**config.mk**
```make
export PLATFORM = sky130hd
export DESIGN_NAME = flag_ctrl
export DESIGN_NICKNAME = d
export VERILOG_FILES = /design/src/rtl/flag_pkg.sv /design/src/rtl/flag_save_stack.sv /design/src/rtl/flag_ctrl.sv
export SDC_FILE = /design/constraint.sdc
export NUM_CORES = 1
export LEC_CHECK = 0
export CAP_MARGIN = 20
export CORE_MARGIN = 4
export CORE_UTILIZATION = 32
export CTS_BUF_LIST = sky130_fd_sc_hd__clkbuf_2 sky130_fd_sc_hd__clkbuf_4 sky130_fd_sc_hd__clkbuf_8
export CTS_CLUSTER_DIAMETER = 40
export DETAILED_ROUTE_END_ITERATION = 8
export GPL_TIMING_DRIVEN = 0
export PLACE_DENSITY = 0.67
export SKIP_LAST_GASP = 1
export SYNTH_ARGS = -nofsm -noshare
export SYNTH_HDL_FRONTEND = slang
export SYNTH_SLANG_ARGS = --single-unit
```
**constraint.sdc**
```tcl
create_clock -name clk -period 2.35 [get_ports clk]
set_input_delay 0.705 -clock clk [delete_from_list [all_inputs] [get_ports clk]]
set_output_delay 0.705 -clock clk [all_outputs]
set_load 0.02 [all_outputs]
```
**src/rtl/flag_pkg.sv**
```systemverilog
// flag_pkg: shared ALU opcodes, CCR flag bit indices, branch types and controller state.
//   Opcodes are shared with the ALU.
//   FLAG_Z/FLAG_N/FLAG_C index the flag vector (bit0=Z, bit1=N, bit2=C).
package flag_pkg;
    localparam logic [3:0] OP_ADD  = 4'b0000;
    localparam logic [3:0] OP_SUB  = 4'b0010;
    localparam logic [3:0] OP_AND  = 4'b0011;
    localparam logic [3:0] OP_OR   = 4'b0100;
    localparam logic [3:0] OP_INC  = 4'b0101;
    localparam logic [3:0] OP_DEC  = 4'b0110;
    localparam logic [3:0] OP_NOT  = 4'b0111;
    localparam logic [3:0] OP_NOP  = 4'b1000;
    localparam logic [3:0] OP_SETC = 4'b1001;
    localparam logic [3:0] OP_CLRC = 4'b1010;
    localparam logic [3:0] OP_SHL  = 4'b1011;
    localparam logic [3:0] OP_SHR  = 4'b1100;

    localparam int FLAG_Z = 0;
    localparam int FLAG_N = 1;
    localparam int FLAG_C = 2;

    localparam logic [1:0] BR_JMP = 2'b00;
    localparam logic [1:0] BR_JZ  = 2'b01;
    localparam logic [1:0] BR_JN  = 2'b10;
    localparam logic [1:0] BR_JC  = 2'b11;

    typedef enum logic {RUN = 1'b0, HOLD = 1'b1} state_t;
endpackage

```
**src/rtl/flag_save_stack.sv**
```systemverilog
// flag_save_stack: DEPTH x W LIFO holding CCR snapshots across interrupt entry.
//   clk, rst  : clock, asynchronous active-high reset
//   push, pop : push din / pop top entry (ignored when full / empty; push wins)
//   din, dout : pushed value / current top-of-stack value
//   full, empty : occupancy flags
module flag_save_stack #(
    parameter int DEPTH = 2,
    parameter int W     = 3
) (
    input  logic         clk,
    input  logic         rst,
    input  logic         push,
    input  logic         pop,
    input  logic [W-1:0] din,
    output logic [W-1:0] dout,
    output logic         full,
    output logic         empty
);
    localparam int AW = DEPTH > 1 ? $clog2(DEPTH) : 1;

    logic [W-1:0]  mem [DEPTH];
    logic [AW:0]   cnt;
    logic [AW-1:0] wr;
    logic [AW-1:0] top;

    // Low pointer bits wrap modulo DEPTH; the extra count bit separates full from empty.
    assign wr    = cnt[AW-1:0];
    assign top   = wr - AW'(1);
    assign full  = cnt == (AW+1)'(DEPTH);
    assign empty = cnt == '0;
    assign dout  = mem[top];

    always_ff @(posedge clk or posedge rst) begin
        if (rst)
            cnt <= '0;
        else if (push && !full)
            cnt <= cnt + (AW+1)'(1);
        else if (pop && !empty)
            cnt <= cnt - (AW+1)'(1);
    end

    always_ff @(posedge clk) begin
        if (push && !full)
            mem[wr] <= din;
    end
endmodule

```
**src/rtl/flag_ctrl.sv**
```systemverilog
// flag_ctrl: condition-code register controller closing the ALU flag loop in EX.
//   Optional save stack / rti restore enabled by defining FLAG_CTRL_SAVE_EN.
//   clk, rst            : clock, asynchronous active-high reset
//   ex_valid, ex_op     : ALU instruction in EX and its opcode
//   alu_flags           : ALU flag result for ex_op ({C,N,Z})
//   br_valid, br_type   : conditional jump in EX and its type
//   int_req, rti        : interrupt-entry and return-from-interrupt pulses
//   flags_out           : committed CCR, fed back to the ALU
//   br_taken            : combinational jump resolution from the committed CCR
//   hold                : CCR frozen after interrupt entry
//   save_full/save_empty: save stack occupancy
//   err                 : sticky protocol error
module flag_ctrl
    import flag_pkg::*;
#(
    parameter int FLAG_W     = 3,
    parameter int SAVE_DEPTH = 2,
    parameter int HOLD_CYC   = 2
) (
    input  logic              clk,
    input  logic              rst,
    input  logic              ex_valid,
    input  logic [3:0]        ex_op,
    input  logic [FLAG_W-1:0] alu_flags,
    input  logic              br_valid,
    input  logic [1:0]        br_type,
    input  logic              int_req,
    input  logic              rti,
    output logic [FLAG_W-1:0] flags_out,
    output logic              br_taken,
    output logic              hold,
    output logic              save_full,
    output logic              save_empty,
    output logic              err
);
    localparam logic [FLAG_W-1:0] Z_M = FLAG_W'(1) << FLAG_Z;
    localparam logic [FLAG_W-1:0] N_M = FLAG_W'(1) << FLAG_N;
    localparam logic [FLAG_W-1:0] C_M = FLAG_W'(1) << FLAG_C;

    if (HOLD_CYC < 1 || HOLD_CYC > 15) begin : g_bad_hold
        $error("flag_ctrl: HOLD_CYC must be 1..15");
    end
    if (SAVE_DEPTH < 1 || (SAVE_DEPTH & (SAVE_DEPTH - 1)) != 0) begin : g_bad_depth
        $error("flag_ctrl: SAVE_DEPTH must be a power of two");
    end

    state_t            state, state_n;
    logic [3:0]        cnt, cnt_n;
    logic [FLAG_W-1:0] ccr, ccr_n, sel;
    logic              err_n, run, full, empty;

`ifdef FLAG_CTRL_SAVE_EN
    logic              push, pop;
    logic [FLAG_W-1:0] pop_flags;

    // The snapshot pushed on interrupt entry is the pre-update CCR.
    assign push = run && int_req && !full;
    assign pop  = run && rti && !int_req && !empty;

    flag_save_stack #(.DEPTH(SAVE_DEPTH), .W(FLAG_W)) u_stack (
        .clk   (clk),
        .rst   (rst),
        .push  (push),
        .pop   (pop),
        .din   (ccr),
        .dout  (pop_flags),
        .full  (full),
        .empty (empty)
    );
`else
    assign full  = 1'b0;
    assign empty = 1'b1;
`endif

    always_comb begin
        run      = state == RUN;
        sel      = br_type == BR_JZ ? Z_M : br_type == BR_JN ? N_M : C_M;
        br_taken = br_valid && run && (br_type == BR_JMP || |(ccr & sel));
        state_n  = state;
        cnt_n    = cnt;
        ccr_n    = ccr;
        err_n    = err;
        if (run) begin
            if (ex_valid)
                ccr_n = ex_op == OP_NOP  ? ccr :
                        ex_op == OP_SETC ? ccr | C_M :
                        ex_op == OP_CLRC ? ccr & ~C_M : alu_flags;
            // Branch clear lands on top of the ALU result so it wins for the tested bit.
            if (br_taken && br_type != BR_JMP)
                ccr_n = ccr_n & ~sel;
`ifdef FLAG_CTRL_SAVE_EN
            if (rti && !int_req) begin
                ccr_n = empty ? ccr : pop_flags;
                err_n = err_n | empty;
            end
`endif
            if (int_req) begin
                ccr_n   = '0;
                state_n = HOLD;
                cnt_n   = 4'(HOLD_CYC - 1);
                err_n   = err_n | rti | full;
            end
        end else begin
            err_n   = err_n | int_req;
            state_n = cnt == 4'd0 ? RUN : HOLD;
            cnt_n   = cnt == 4'd0 ? cnt : cnt - 4'd1;
        end
    end

    always_ff @(posedge clk or posedge rst) begin
        if (rst) begin
            state <= RUN;
            cnt   <= '0;
            ccr   <= '0;
            err   <= 1'b0;
        end else begin
            state <= state_n;
            cnt   <= cnt_n;
            ccr   <= ccr_n;
            err   <= err_n;
        end
    end

    assign flags_out  = ccr;
    assign hold       = state == HOLD;
    assign save_full  = full;
    assign save_empty = empty;
endmodule
```
==> results of run 1 <==
-- cells in the mapped netlist, drive strengths merged --
cell type / instances
and2: 3
ha: 4
nor4b: 1
a221o: 2
nand2: 6
o21ai: 4
buf: 3
a21o: 1
o22ai: 1
o211a: 1
dfrtp: 9
nand2b: 3
o311a: 1
o21a: 1
xnor2: 1
nand4bb: 2
o31ai: 1
nor3: 2
nand3b: 1
inv: 7
nand3: 1
nor4: 2
nor3b: 1
a31oi: 2
a221oi: 1
or3: 1
a21oi: 3
nor2: 4
clkbuf: 1
conb: 2
o32ai: 1
-- path summary, 6_finish.rpt --
| path | slack (ns) | end | cells past startpoint |
|---|---|---|---|
| worst max-delay path | 0.01 | br_taken | 7 |
| worst min-delay path | 0.48 | err$_DFFE_PP0P_ | 1 |
| worst max register to register | 0.94 | flags_out[0]$_DFFE_PP0N_ | 6 |
| worst min register to register | 0.48 | err$_DFFE_PP0P_ | 1 |
| max in group asynchronous | 1.40 | cnt[3]$_DFFE_PP0P_ | 2 |
| min in group asynchronous | 0.70 | err$_DFFE_PP0P_ | 2 |
-- repair_timing --
action | CTS | global route
pin swaps | 2 | 2
resized for setup | 21 | 4
buffers inserted | 2 | 2
setup endpoints to repair | 1 | 1
hold endpoints to repair | 0 | 0
cloned | 0 | 0
-- power by group through the flow --
stage / combinational [W] / clock, W / sequential [W]
after floorplan: 0.000245 / 0 / 0.000302
after global placement: 0.000411 / 0 / 0.000277
after detailed placement: 0.000422 / 0 / 0.000274
after CTS: 0.000449 / 0.000135 / 0.000281
after global routing: 0.000519 / 0.000142 / 0.000289
final: 0.000465 / 0.000130 / 0.000279
-- critical path, cell delays in order --
cell      delay [ns]
buf_8           0.08
inv_4           0.03
ha_4            0.26
nand2b_4        0.12
nand3_2         0.08
o211a_1         0.23
buf_6           0.13
-- through the flow --
step                      area (um^2)  cells
final                             966    125
after global routing              966    125
after CTS                         938    123
after detailed placement          865    117
after global placement            865    117
after floorplan                   643     73
-- layout make-up --
type	count	area, um^2
Timing Repair Buffer	23	231
Multi-Input combinational cell	53	393
Buffer	4	23.8
Inverter	7	31.3
Clock buffer	4	30.0
Tap cell	25	31.3
Sequential cell	9	225
Fill cell	176	855
-- flip-flops by register name (all words and copies together), names as in the netlist --
register	flops
flags_out	3
cnt	4
hold	1
err	1
-- metal layers --
layer | global-route usage | up-vias
met4 | 0.0809 | 0
li1 | - | 312
met1 | 0.142 | 293
met2 | 0.200 | 22
met5 | 0 | -
met3 | 0.0142 | 4
-- logic make-up after synthesis --
kind of cell,count (synthesis),share of synthesized area
simple gates,27,0.261
compound gates,19,0.208
buf+inv,11,0.0778
flops,9,0.350
fa+ha+maj,4,0.0778
other cells,2,0.0117
xor+xnor,1,0.0136
==> run summary, run 1 <==
The number of antenna repair diodes is 0. The max capacitance violation total is 0. The share of final-layout standard cells stronger than drive strength 1 came out at 0.210. The total congestion overflow after global routing came out at 0. The clock tree from TritonCTS is done. Counting flops and latches in the post-synthesis netlist gives 9. The combinational fraction of design power is 0.532. In this run the most critical hold path is launched from err$_DFFE_PP0P_.

In this run the static leakage power is 0.426 nW. STA classifies the critical path endpoint as a primary output. The post-synthesis cell area came out at 643 um^2. Of the total power, the share spent switching nets is 0.380. The initial antenna violation count is 0. The number of buffers inserted by port buffering is 19. The arrival time of the worst setup path is 1.63 ns. A synthesized cell averages 8.81 um^2.

The hold buffer count at CTS is 0. The startpoint identified for the worst register-to-register timing path is flags_out[2]$_DFFE_PP0N_. The number of max-slew violations in the final report is 0. The insertion delay to the later sink of the worst-skew pair came out at 0.26 ns.

Of the total power, the clock network draws 0.149. The final hold slack came out at 0.482 ns. The initialized floorplan defines 15 standard-cell rows. The HPWL after detailed placement is 1.15 mm. The register share of total power came out at 0.319. Buffers inserted during clock tree synthesis total 3. The buffer depth of the longest clock path came out at 2.

The clock transition time at the flip-flop clock pins of the worst setup and hold paths is 0.06 ns. dfrtp_1 takes more of the synthesized area than any other cell. The number of nets handed over by synthesis was 92. The effective utilization at floorplan is 0.353. The critical path in this run is classified as input pin to primary output.

Of the post-synthesis cell area, the dominant cell type holds 0.350. The run finished with clean final reports. Setup slack on the critical path of the routed design comes to 0.0104 ns. Leaving out fill and tap cells, the most frequent cell in the layout is clkdlybuf4s50_1. The detail-routed via count per cell came out at 5.05. The Yosys step of the flow raised 0 warnings. The total DRC errors in the routed layout came out at 0. The final core area utilization came out at 0.531. The first routing iteration left 4 violations.

The minimum setup slack after placement came out at -0.951 ns. The total track usage came out at 0.120. In this run the worst path has a maximum fanout of 2. The final period utilization is 0.996. The global-route wire length before repair is 2.53 mm. The floorplan step set the die height to 52.8 um.

In this run the number of H-tree levels came out at 1. The post-route total power came out at 0.000874 W. Yosys attributes the largest share of cell area to dfrtp_1 35%, ha_1 7.8%, inv_1 4.1%, nand2_1 3.5%, nand4bb_1 3.5%. After detailed routing, the met3 layer carries 87 um of wire.

Tracing the worst setup path back leads to its startpoint at br_type[1]. The internal portion of the total power is 0.000542 W. The final-report hold violation count is 0.

The path class of the tightest hold or removal check is flop to flop. In this run the top signal layer used is met4. The pin count of the biggest net entering global routing is 11. The number of vias after detailed routing is 631. The routed wire length on met2 came out at 752 um. The placer congestion estimate came out at 0.799. STA classifies the critical path startpoint as an input pin. For this run, the register share of the synthesized area comes to 0.350. Setup repair after global routing could not meet its margin everywhere. The post-route met1 wirelength is 635 um.

The required time of the critical path is 1.64 ns. The detail route stage leaves a number of antenna-violating nets equal to 0. The die outline area came out at 2790 um^2.

Static timing analysis puts the maximum clock frequency at 427 MHz. For this block, the routed nets add up to 1.50 mm of wire. Pin placement for this block handled 23 I/O pins.

The post-route clock skew is 0.00151 ns. The via count of the first global-routing pass came out at 630. The post-synthesis instance total is 73.

The first TritonRoute pass finished after 4 iterations. The top cell types in the final layout, fill and taps aside, are 16 x clkdlybuf4s50_1, 9 x dfrtp_1, 6 x nand2_1, 6 x buf_4, 5 x inv_1. The standard cell core area came out at 1820 um^2.

The worst-case IR drop observed on VDD is 0.463 mV. The area growth from synthesis to layout is 50.2%. The shortest period the worst path allows is 2.34 ns. The net total in the final layout is 120. The final sum of negative setup slack came out at 0 ns. The number of different library cells used by synthesis comes to 34. The total power divided by cell area is 905 nW/um^2.

The number of clock sinks came out at 9. The setup violation total in the final timing report came out at 0. The detailed-route wire length per cell is 12.0 um.

The net switching component of the power is 0.000332 W. The die is 52.8 um wide. The clock tree root buffer cell is clkbuf_4.
Note: power is estimated with default switching activity, not from simulation.
==> run 2: changes to the inputs <==
--- a/config.mk
+++ b/config.mk
@@ -6,6 +6,7 @@
 export NUM_CORES = 1
 export LEC_CHECK = 0
 export CAP_MARGIN = 20
+export CORE_ASPECT_RATIO = 1.5
 export CORE_MARGIN = 4
 export CORE_UTILIZATION = 32
 export CTS_BUF_LIST = sky130_fd_sc_hd__clkbuf_2 sky130_fd_sc_hd__clkbuf_4 sky130_fd_sc_hd__clkbuf_8
==> run summary, run 2 (synthesis gave the netlist of run 1 again) <==
The die outline area is 2810 um^2 (was 2790 um^2). The half-perimeter wire length after placement is 1.20 mm (was 1.15 mm). The total DRC errors in the routed layout came out at 0 (unchanged). The leakage power came out at 0.421 nW (was 0.426 nW). The final core area utilization was 0.509 (was 0.531). The required time of the critical path was 1.64 ns (about the same).

The global-route wire length before repair came out at 2.62 mm (was 2.53 mm). The category of the worst setup path launch point was an input pin (unchanged). The number of DRC violations after detailed-routing iteration 0 came to 7 (was 4). The placer congestion estimate is 0.702 (was 0.799). The final-report hold violation count came out at 0 (unchanged).

The area growth from synthesis to layout is 48.6% (was 50.2%). The largest register by flop count is cnt (unchanged). The flip-flop count of the largest register, all copies and words added is 4 (unchanged). The via count of the first global-routing pass was 642 (was 630).

The wire length reported by the detailed router was 1.60 mm (was 1.50 mm). The max capacitance violation total is 0 (unchanged). Unrepaired setup endpoints after global routing: yes (unchanged). The final sum of negative setup slack came to 0 ns (unchanged).

The overall die width is 44.6 um (was 52.8 um). The kind of path behind the tightest hold check is flop to flop (unchanged). The biggest fanout along the worst timing path came out at 2 (unchanged). The arrival time of the worst setup path is 1.63 ns (about the same). The setup violation total in the final timing report is 0 (unchanged). The standard cell core area was 1880 um^2 (was 1820 um^2). The total congestion overflow after global routing came to 0 (unchanged). Result of the run: complete, no violations (unchanged). The number of buffers inserted by port buffering was 19 (unchanged). The hold buffer count at CTS came out at 0 (unchanged).

The total power divided by cell area is 914 nW/um^2 (was 905 nW/um^2). The total track usage was 0.124 (was 0.120). Commonest non-fill, non-tap cells in the layout: 16 x clkdlybuf4s50_1, 9 x dfrtp_1, 5 x inv_1, 5 x nand2_1, 5 x buf_4 (was 16 x clkdlybuf4s50_1, 9 x dfrtp_1, 6 x nand2_1, 6 x buf_4, 5 x inv_1). The buffer depth of the longest clock path came to 2 (unchanged). The pin count of the biggest net entering global routing came to 11 (unchanged). The number of vias after detailed routing is 624 (was 631). The number of antenna repair diodes is 0 (unchanged). The number of top-level pins was 23 (unchanged). The detail-routed via count per cell came to 5.20 (was 5.05).

The commonest non-fill, non-tap cell in the layout is clkdlybuf4s50_1 (unchanged). The highest attainable clock frequency is 429 MHz (was 427 MHz). The timing startpoint of the critical path is br_type[1] (unchanged). The shortest period the worst path allows came out at 2.33 ns (was 2.34 ns). The start point of the worst hold path is err$_DFFE_PP0P_ (unchanged). The detailed-route wire length per cell is 13.3 um (was 12.0 um). The net total in the final layout is 119 (was 120). The share of final-layout standard cells stronger than drive strength 1 came out at 0.212 (was 0.210).

The number of clock sinks came out at 9 (unchanged). The clock tree root buffer cell was clkbuf_4 (unchanged). The initial antenna violation count came out at 0 (unchanged). The kind of end point of the critical path is a primary output (unchanged). The number of core rows came out at 19 (was 15). The class of the most critical setup path is input pin to primary output (unchanged). The number of max-slew violations in the final report came out at 0 (unchanged).

The number of inserted filler cells in the final layout is 194 (was 176). The launch point of the worst reg-to-reg path was flags_out[2]$_DFFE_PP0N_ (unchanged). The total CTS buffers came out at 3 (unchanged). The post-route clock skew is 0.00278 ns (was 0.00151 ns). The flop-to-flop setup slack came to 0.88 ns (was 0.94 ns).

The insertion delay to the later sink of the worst-skew pair is 0.26 ns (about the same). The number of nets with antenna violations after detailed routing is 0 (unchanged). The clock tree from TritonCTS is done (unchanged). The die extent in y is 62.9 um (was 52.8 um). The level count of the clock H-tree is 1 (unchanged). The count of TritonRoute iterations in the first routing pass is 3 (was 4). The worst ir drop on vdd is 0.416 mV (was 0.463 mV). The final period utilization is 0.992 (was 0.996). The effective utilization at floorplan was 0.342 (was 0.353). The clock transition time at the flip-flop clock pins of the worst setup and hold paths is 0.06 ns (about the same).
[run 2: what timing repair did]
item	in CTS	in global routing
buffers inserted	2	1
pin swaps	2	2
gates resized for setup	21	5
endpoints found under the setup margin	1	1
cloned	0	0
[run 2: power by group]
part / internal [W] / switching [W]
clock: 0.0000770 / 0.0000549
sequential: 0.000218 / 0.0000651
combinational: 0.000239 / 0.000220
total: 0.000534 / 0.000340
[run 2: metal layers]
layer,part of all wire,vias to the layer above,global-route usage
met5,0,-,0
met4,0.026,0,0.0679
met3,0.052,6,0.0288
met2,0.56,21,0.221
met1,0.36,285,0.124
li1,-,312,-
[run 2: path summary, 6_finish.rpt]
path	cells past startpoint	end
max	7	br_taken
min	1	err$_DFFE_PP0P_
max reg2reg	6	flags_out[1]$_DFFE_PP0N_
min reg2reg	1	err$_DFFE_PP0P_
max in group asynchronous	2	flags_out[1]$_DFFE_PP0N_
min in group asynchronous	2	cnt[1]$_DFFE_PP0P_
[run 2: critical path, cell delays in order]
cell and delay [ns]:
buf_8 0.08, inv_4 0.04, ha_4 0.25, nand2b_4 0.12
nand3_2 0.08, o211a_1 0.22, buf_6 0.13
[run 2: layout make-up]
cell class	count	area [um^2]	share of cell area
inverter	7	31.3	0.0327
sequential	9	225	0.236
multi-input combinational	53	395	0.414
buffer	4	23.8	0.0249
clock buffer	4	30.0	0.0314
timing repair buffer	22	224	0.234
tap	21	26.3	0.0275
[run 2: through the flow]
step	hold WS (ns)	std cells	cell area [um^2]	setup slack (ns)	total power, W
global route	0.508	120	956	-0.0215	0.000940
detailed placement	0.456	113	860	-0.963	0.000702
finish	0.475	120	956	0.0191	0.000874
floorplan	0.493	73	643	0.117	0.000547
global placement	0.453	113	860	-0.941	0.000689
CTS	0.476	119	933	0.00116	0.000872
==> run 3: changes to the inputs <==
==> constraint.sdc (replaced) <==
create_clock -name clk -period 2.9 [get_ports clk]
set_input_delay 0.87 -clock clk [delete_from_list [all_inputs] [get_ports clk]]
set_output_delay 0.87 -clock clk [all_outputs]
set_load 0.02 [all_outputs]
==> run summary, run 3 (synthesis gave the netlist of run 1 again) <==
The number of max-slew violations in the final report is 0 (unchanged). The detail-routed via count per cell is 5.21 (was 5.20). The total congestion overflow after global routing is 0 (unchanged). Cells traversed along the worst timing path: clkdlybuf4s15_1, inv_2, ha_4, nand2b_4, nand3_2, o211a_1, buf_4 (was buf_8, inv_4, ha_4, nand2b_4, nand3_2, o211a_1, buf_6).

The die outline area was 2810 um^2 (unchanged). The final worst-path setup slack is 0.0563 ns (was 0.0191 ns). The clock transition time at the flip-flop clock pins of the worst setup and hold paths was 0.06 ns (about the same). The total DRC errors in the routed layout came out at 0 (unchanged). The pin count of the biggest net entering global routing came to 11 (unchanged). The class of the most critical setup path is input pin to primary output (unchanged).

The worst ir drop on vdd came out at 0.363 mV (was 0.416 mV). The shortest period the worst path allows came out at 2.84 ns. The effective utilization at floorplan is 0.342 (unchanged). The met1 usage is 0.123 (was 0.124). The clock tree root buffer cell is clkbuf_4 (unchanged). The half-perimeter wire length after placement came out at 1.20 mm (unchanged). The number of nets with antenna violations after detailed routing is 0 (unchanged). The number of top-level pins is 23 (unchanged). The clock tree from TritonCTS was done (unchanged). The total CTS buffers came out at 3 (unchanged).

The leakage power is 0.400 nW (was 0.421 nW). The overall die width came to 44.6 um (unchanged). The number of DRC violations after detailed-routing iteration 0 came to 4 (was 7).

The library cell contributing the largest single delay on the critical path is ha_4 (unchanged). The total track usage came out at 0.122 (was 0.124). The largest register by flop count is cnt (unchanged). The flip-flop count of the largest register, all copies and words added came out at 4 (unchanged). The via count of the first global-routing pass came out at 633 (was 642). The setup violation total in the final timing report is 0 (unchanged). The count of TritonRoute iterations in the first routing pass came to 4 (was 3). The detailed-route wire length per cell came out at 12.8 um (was 13.3 um). The kind of end point of the critical path is a primary output (unchanged). The category of the worst setup path launch point is an input pin (unchanged). The arrival time of the worst setup path is 1.97 ns (was 1.63 ns). The post-route clock skew is 0.00335 ns (was 0.00278 ns). The total power divided by cell area came out at 750 nW/um^2 (was 914 nW/um^2). The global-route track usage on met2 is 0.218 (was 0.221). The area growth from synthesis to layout is 41.1% (was 48.6%).

The biggest fanout along the worst timing path came out at 3 (was 2). The global-route wire length before repair was 2.56 mm (was 2.62 mm). The highest attainable clock frequency came out at 352 MHz. The max capacitance violation total came out at 0 (unchanged). The number of buffers inserted by port buffering came to 19 (unchanged).

The minimum setup slack after placement came out at -0.743 ns (was -0.963 ns). The required time of the critical path came to 2.03 ns (was 1.64 ns). The insertion delay to the later sink of the worst-skew pair came to 0.26 ns (about the same). The buffer depth of the longest clock path came to 2 (unchanged).

Unrepaired setup endpoints after global routing: no (was yes). The final sum of negative setup slack came out at 0 ns (unchanged). The busiest layer in global routing is met2 (unchanged). Result of the run: complete, no violations (unchanged). The net total in the final layout is 116 (was 119). Commonest non-fill, non-tap cells in the layout: 16 x clkdlybuf4s50_1, 9 x dfrtp_1, 6 x nand2_1 (was 16 x clkdlybuf4s50_1, 9 x dfrtp_1, 5 x inv_1, 5 x nand2_1, 5 x buf_4).

The final period utilization came out at 0.981. The wire length reported by the detailed router came out at 1.50 mm (was 1.60 mm). The number of core rows is 19 (unchanged). The standard cell core area came out at 1880 um^2 (unchanged). The number of clock sinks came out at 9 (unchanged). The number of antenna repair diodes is 0 (unchanged). The final hold slack was 0.474 ns (was 0.475 ns). The die extent in y is 62.9 um (unchanged). The stage delay of the slowest cell on the critical path came out at 0.26 ns (was 0.25 ns).

The level count of the clock H-tree was 1 (unchanged). The share of final-layout standard cells stronger than drive strength 1 was 0.167 (was 0.212). The final-report hold violation count came out at 0 (unchanged). The number of vias after detailed routing came out at 609 (was 624). The initial antenna violation count is 0 (unchanged). The commonest non-fill, non-tap cell in the layout is clkdlybuf4s50_1 (unchanged). The placer congestion estimate is 0.702 (unchanged).

The post-CTS setup-driven buffer insertion count came out at 0 (was 2). The kind of path behind the tightest hold check is flop to flop (unchanged). The met3 track utilization from global routing is 0.0259 (was 0.0288).
==> run 3: cell types whose count changed in the layout (fill, tap and decap cells not counted), sizes merged <==
cell | before | now
buf | 9 | 4
clkbuf | 5 | 6
clkdlybuf4s15 | 0 | 1
==> run 3: area by class of cell <==
cell class / count / area [um^2]
plain buffers: 4 / 23.8
clock buffers: 4 / 30.0
fillers: 203 / 971
inverters: 7 / 26.3
multi-input cells: 53 / 393
flip-flops and latches: 9 / 225
well taps: 21 / 26.3
repair buffers: 19 / 183
==> run 3: worst max-delay path: cells and delay by family <==
kind | cells | cell delay (ns)
AOI/OAI and AO/OA | 1 | 0.23
adders and majority gates | 1 | 0.26
buffers and inverters | 3 | 0.40
and+or+nand+nor | 2 | 0.21
==> run 3: per-stage QoR <==
step	instance area [um^2]	cells	util	power, W
floorplan	643	73	-	0.000443
finish	907	117	0.483	0.000681
detailed placement	860	113	0.458	0.000569
global placement	860	113	0.458	0.000558
CTS	910	117	0.484	0.000690
global route	907	117	0.483	0.000735
==> run 3: where the power goes <==
| group | switching [W] | leakage (nW) | internal [W] |
|---|---|---|---|
| clock network | 0.0000438 | 0.0184 | 0.0000624 |
| logic | 0.000172 | 0.276 | 0.000174 |
| registers | 0.0000519 | 0.106 | 0.000177 |
==> run 3: worst paths after layout <==
kind | from | cells past startpoint | endpoint | slack, ns
max | br_type[1] | 7 | br_taken | 0.06
min | err$_DFFE_PP0P_ | 1 | err$_DFFE_PP0P_ | 0.47
max reg2reg | cnt[0]$_DFFE_PP0P_ | 5 | cnt[1]$_DFFE_PP0P_ | 1.58
min reg2reg | err$_DFFE_PP0P_ | 1 | err$_DFFE_PP0P_ | 0.47
max in group asynchronous | rst | 2 | flags_out[2]$_DFFE_PP0N_ | 1.78
min in group asynchronous | rst | 2 | cnt[1]$_DFFE_PP0P_ | 0.87
==> run 3: repair_timing <==
| item | in CTS | in global routing |
|---|---|---|
| gates cloned | 0 | 0 |
| pin swaps | 1 | 1 |
| hold buffers | 0 | 0 |
| gates resized for setup | 12 | 3 |
| setup endpoints to repair | 1 | 1 |
==> run 3: routing by layer <==
| metal | up-vias | wire length [um] |
|---|---|---|
| li1 | 305 | - |
| met1 | 279 | 557 |
| met2 | 21 | 828 |
| met3 | 4 | 90 |
| met4 | 0 | 26 |
| met5 | - | 0 |
